## src/rtl/startup_pattern_datapath.sv

```systemverilog
// Startup display pattern datapath: dwell timer, pattern address counter,
// pattern register and registered LED drive. Every state register is kept
// in three copies; each copy reloads from the bitwise 2-of-3 vote, so a
// single upset is masked at the outputs and scrubbed at the next edge.

package startup_pattern_pkg;
    // Walking-one table: entry i = 1 << i, packed entry i at [i*w +: w].
    function automatic logic [4095:0] walk_one(input int npat, input int w);
        logic [4095:0] v;
        v = '0;
        for (int i = 0; i < npat; i++) begin
            if (i < w) v[i*w + i] = 1'b1;
        end
        return v;
    endfunction
endpackage

module startup_pattern_datapath #(
    parameter int NPAT      = 8,
    parameter int PAT_WIDTH = 8,
    parameter logic [NPAT*PAT_WIDTH-1:0] PATTERNS =
        (NPAT*PAT_WIDTH)'(startup_pattern_pkg::walk_one(NPAT, PAT_WIDTH))
) (
    input  logic                 CLK,
    input  logic                 RST_N,
    input  logic                 CLEAR,
    input  logic                 DISP,
    input  logic                 LOAD_PAT,
    input  logic                 NXT_ADR,
    input  logic                 RST_TIMER,
    output logic [15:0]          TIMER,
    output logic                 DONE,
    output logic [4:0]           ADR,
    output logic [PAT_WIDTH-1:0] LEDS
);

    localparam logic [4:0] NPAT_A = 5'(NPAT);

    // Three copies of each register
    logic [15:0]          timer_q0, timer_q1, timer_q2;
    logic [4:0]           adr_q0, adr_q1, adr_q2;
    logic [PAT_WIDTH-1:0] pat_q0, pat_q1, pat_q2;
    logic [PAT_WIDTH-1:0] leds_q0, leds_q1, leds_q2;

    // Voted values and next state
    logic [15:0]          timer_v, timer_n;
    logic [4:0]           adr_v, adr_n;
    logic [PAT_WIDTH-1:0] pat_v, pat_n;
    logic [PAT_WIDTH-1:0] leds_v, leds_n;

    assign timer_v = (timer_q0 & timer_q1) | (timer_q0 & timer_q2) | (timer_q1 & timer_q2);
    assign adr_v   = (adr_q0 & adr_q1)     | (adr_q0 & adr_q2)     | (adr_q1 & adr_q2);
    assign pat_v   = (pat_q0 & pat_q1)     | (pat_q0 & pat_q2)     | (pat_q1 & pat_q2);
    assign leds_v  = (leds_q0 & leds_q1)   | (leds_q0 & leds_q2)   | (leds_q1 & leds_q2);

    // Outputs come only from voted registers: no input-to-output path
    assign TIMER = timer_v;
    assign ADR   = adr_v;
    assign DONE  = (adr_v == NPAT_A);
    assign LEDS  = leds_v;

    // Next-state from voted values; CLEAR beats NXT_ADR/LOAD_PAT, and
    // LOAD_PAT indexes with the pre-increment address
    always_comb begin
        timer_n = timer_v;
        adr_n   = adr_v;
        pat_n   = pat_v;
        if (RST_TIMER)
            timer_n = '0;
        else if (timer_v != 16'hFFFF)
            timer_n = timer_v + 16'd1;
        if (CLEAR) begin
            adr_n = '0;
            pat_n = '0;
        end else begin
            if (NXT_ADR && (adr_v < NPAT_A))
                adr_n = adr_v + 5'd1;
            if (LOAD_PAT && (adr_v != 5'd0) && (adr_v <= NPAT_A))
                pat_n = PATTERNS[(int'(adr_v) - 1) * PAT_WIDTH +: PAT_WIDTH];
        end
        leds_n = DISP ? pat_n : '0;
    end

    // All copies load the same voted next state, which scrubs any upset copy
    always_ff @(posedge CLK or negedge RST_N) begin
        if (!RST_N) begin
            timer_q0 <= '0; timer_q1 <= '0; timer_q2 <= '0;
            adr_q0   <= '0; adr_q1   <= '0; adr_q2   <= '0;
            pat_q0   <= '0; pat_q1   <= '0; pat_q2   <= '0;
            leds_q0  <= '0; leds_q1  <= '0; leds_q2  <= '0;
        end else begin
            timer_q0 <= timer_n; timer_q1 <= timer_n; timer_q2 <= timer_n;
            adr_q0   <= adr_n;   adr_q1   <= adr_n;   adr_q2   <= adr_n;
            pat_q0   <= pat_n;   pat_q1   <= pat_n;   pat_q2   <= pat_n;
            leds_q0  <= leds_n;  leds_q1  <= leds_n;  leds_q2  <= leds_n;
        end
    end

endmodule

```

## config.mk

```make
export PLATFORM = sky130hd
export DESIGN_NAME = startup_pattern_datapath
export DESIGN_NICKNAME = d
export VERILOG_FILES = /design/src/rtl/startup_pattern_datapath.sv
export SDC_FILE = /design/constraint.sdc
export NUM_CORES = 1
export LEC_CHECK = 0
export ABC_AREA = 1
export CAP_MARGIN = 20
export CORE_MARGIN = 5
export CORE_UTILIZATION = 41
export CTS_CLUSTER_SIZE = 40
export DETAILED_ROUTE_END_ITERATION = 10
export HOLD_SLACK_MARGIN = 0.15
export PLACE_DENSITY = 0.63
export SYNTH_ARGS = -nofsm -noshare
export SYNTH_HDL_FRONTEND = slang
export SYNTH_SLANG_ARGS = --single-unit
```

## constraint.sdc

```tcl
create_clock -name CLK -period 1.8 [get_ports CLK]
set_input_delay 0.36 -clock CLK [delete_from_list [all_inputs] [get_ports CLK]]
set_output_delay 0.36 -clock CLK [all_outputs]
set_load 0.01 [all_outputs]
```

==> summary.md, run 1 <==
| Metric | Value |
|---|---|
| Ant. Diodes | `0` |
| Number of nets still failing antenna checks after routing | `0` |
| Setup skew after layout | `0.0100 ns` |
| Top delay family on crit path | `buffers and inverters` |
| Synthesized netlist cell count | `253` |
| Count of different cell masters after synthesis | `30` |
| WL final | `4.40 mm` |
| Area of the multi-input gates | `911 um2` |
| Aggregate global routing overflow | `0` |
| Number of global-route vias before repair | `1759` |
| Synthesis-to-finish area growth | `33.0%` |
| Average wire per cell in the routed design | `12.2 um` |
| Class of the tightest hold or removal check | `flip-flop to flip-flop` |
| I/O Pins | `37` |
| Share of the core filled with cells in the final layout | `0.559` |
| Nature of the critical path startpoint | `flip-flop` |
| Met2 Use GR | `0.268` |
| Root buffer cell | `sky130_fd_sc_hd__clkbuf_8` |
| Max-slew violation count | `0` |
| Summed instance area of the synthesized netlist | `0.00197 mm2` |
| Clk pin slew, worst setup/hold paths | `0.08 ns` |
| Maximum buffer depth of the clock tree | `2` |
| Data arrival time at the worst-slack endpoint | `1.37 ns` |
| Average via count per standard cell | `4.85` |
| Wire length of the first global-routing pass | `7.89 mm` |
| Count of filler cells inserted in the layout | `460` |
| Part of the cycle the worst path needs | `0.963` |
| GRT Max-Usage Layer | `met2` |
| Overall die area | `0.00630 mm2` |
| Flop and latch count out of synthesis | `37` |
| Die width | `79.4 um` |
| Number of detailed-routing iterations run before antenna repair | `4` |
| Post-route DRC | `0` |
| Number of H-tree branching levels | `2` |
| Setup_tns | `0 ns` |
| Layout cells sized above 1 | `0.136` |
| Worst setup margin | `0.0658 ns` |
| Min Clock Period, post-route | `1.73 ns` |
| Vertical extent of the die | `79.4 um` |
| Number of warnings printed during yosys synthesis | `0` |
| Clk sinks | `37` |
| Number of nets in the layout | `318` |
| Required @ worst endpoint | `1.44 ns` |
| Port Buf Inserts | `36` |
| Outcome | `finished clean` |
| Initial standard-cell utilization of the core | `0.421` |
| Clock tree from TritonCTS | `yes` |
| Post-placement worst setup slack | `0.0677 ns` |
| Core region area | `0.00469 mm2` |
| Unrepaired setup endpoints after global routing | `no` |
| Sequential area share after synthesis | `0.469` |
| Clock buffers created by TritonCTS | `5` |
| Type of destination of the critical path | `output port` |
| Global-route total usage across every layer | `0.157` |
| Classification of the worst setup path | `flip-flop to output port` |
| GP Congestion | `0.823` |
| Initial antenna violation count | `0` |
| Via total after detailed routing | `1756` |
| Placement Rows | `25` |
| Number of violations reported at the end of detailed-routing iteration 0 | `76` |
| Maximum number of pins on one net before global-route repair | `38` |
| Worst slew margin relative to its limit | `0.690` |
| Grt met1 use | `0.197` |
| Final count of hold timing violations | `0` |
| Crit path buf inv count | `2` |
| Final count of negative-setup-slack endpoints | `0` |
| Static leakage | `1.32 nW` |
| Tot Pwr | `1.92 mW` |
| GR Layer Usage met3 | `0.0350` |
| Cell with the biggest individual delay on the critical path | `sky130_fd_sc_hd__clkdlybuf4s50_1` |
| Average cell area after synthesis | `7.80 um2` |
| Post-Synthesis Net Count | `264` |
| Total area of sequential cells | `926 um2` |
| DP Wirelength | `3.31 mm` |
| Crit-path max FO | `7` |
| Maximum operating frequency | `577 MHz` |
| Delay contributed by the slowest stage of the critical path | `0.54 ns` |
| Transition time at the pin with the least slew margin | `0.465 ns` |
| Hold WS | `0.555 ns` |
| Max Cap Viol | `0` |
| Insertion delay to the later sink of the worst-skew pair | `0.29 ns` |
| Cell chain of the critical path | `buf_4 -> clkdlybuf4s50_1` |
| Worst-case vdd ir drop | `0.357 mV` |
| Total power divided by cell area | `734 mW/mm2` |
-- worst paths after layout --
path	start	to	slack, ns	cells past startpoint
setup / recovery	timer_q2[0]$_DFFE_PN0P_	TIMER[0]	0.07	2
hold / removal	timer_q2[10]$_DFFE_PN0P_	timer_q2[10]$_DFFE_PN0P_	0.55	1
setup reg to reg	adr_q2[1]$_DFFE_PN0P_	leds_q2[6]$_DFF_PN0_	0.21	12
hold reg to reg	timer_q2[10]$_DFFE_PN0P_	timer_q2[10]$_DFFE_PN0P_	0.55	1
max in group asynchronous	RST_N	timer_q2[1]$_DFFE_PN0P_	0.83	3
min in group asynchronous	RST_N	leds_q2[0]$_DFF_PN0_	0.62	3
-- cell families after synthesis --
logic type / synth area share
AOI/OAI and AO/OA: 0.0755
and+or+nand+nor: 0.353
buffers and inverters: 0.0729
adders and majority gates: 0.0254
xor gates and xnor gates: 0.00444
DFF: 0.469
-- metrics by stage --
stage / area (um2) / std cells
detailed placement: 2470 / 353
finish: 2620 / 362
global route: 2620 / 362
CTS: 2620 / 362
global placement: 2470 / 353
floorplan: 1970 / 253
-- sequential cells by signal, indices dropped and copies added (netlist names) --
name and flops:
timer_q2 16, leds_q2 8, pat_q2 8, adr_q2 5
-- placed cells by master (no fill, tap or decap), drive strengths merged --
cell and instances:
nand2 78, dfrtp 37, inv 37, nor2 36
clkdlybuf4s50 34, nand3 23, buf 12, o21ai 9
a21oi 9, nand4 6, clkbuf 6, ha 4
nor3 4, a31oi 3, bufinv 2, clkinv 1
or2 1, o21a 1, a31o 1, a41oi 1
nand3b 1, xor2 1, dlygate4sd3 1
-- cell type report --
type	count	area share
clock inverter	3	0.0262
timing repair buffer	48	0.169
tap	54	0.0258
clock buffer	5	0.0262
inverter	37	0.0529
multi-input combinational	178	0.347
sequential	37	0.353
-- power breakdown --
| part | internal, mW | switching (mW) |
|---|---|---|
| Clock | 0.558 | 0.313 |
| Combinational | 0.0846 | 0.119 |
| Sequential | 0.841 | 0.00925 |
| Total | 1.48 | 0.441 |
-- routing by layer --
| layer | part of all wire | wire length [um] |
|---|---|---|
| met4 | 0.017 | 75 |
| met5 | 0 | 0 |
| met1 | 0.46 | 2000 |
| met2 | 0.48 | 2110 |
| met3 | 0.049 | 215 |
-- cell usage after synthesis, drive strengths merged --
cell,number,share of area
ha,4,0.025
clkinv,1,0.0019
o21a,1,0.0038
a41oi,1,0.0044
a21oi,9,0.030
or2,1,0.0032
nand3,23,0.065
nor3,4,0.018
a31o,1,0.0044
xor2,1,0.0044
buf,1,0.0025
nand2,78,0.15
inv,36,0.068
dfrtp,37,0.47
nor2,36,0.090
nand3b,1,0.0038
nand4,6,0.019
a31oi,3,0.0095
o21ai,9,0.023
-- repair_timing --
action                     in CTS  in global routing
setup buffers                   0                  0
gates resized for setup         1                  4
setup endpoints to repair       1                  7
hold buffers                    1                  0
hold endpoints to repair       37                  0
pin swaps                       0                  1
(Power assumes the default switching activity.)
==> run 2: changes to the inputs <==
- CAP_MARGIN: 20 -> 5
==> results of run 2 <==
The final DEF is identical to that of run 1; final timing and power are the same.
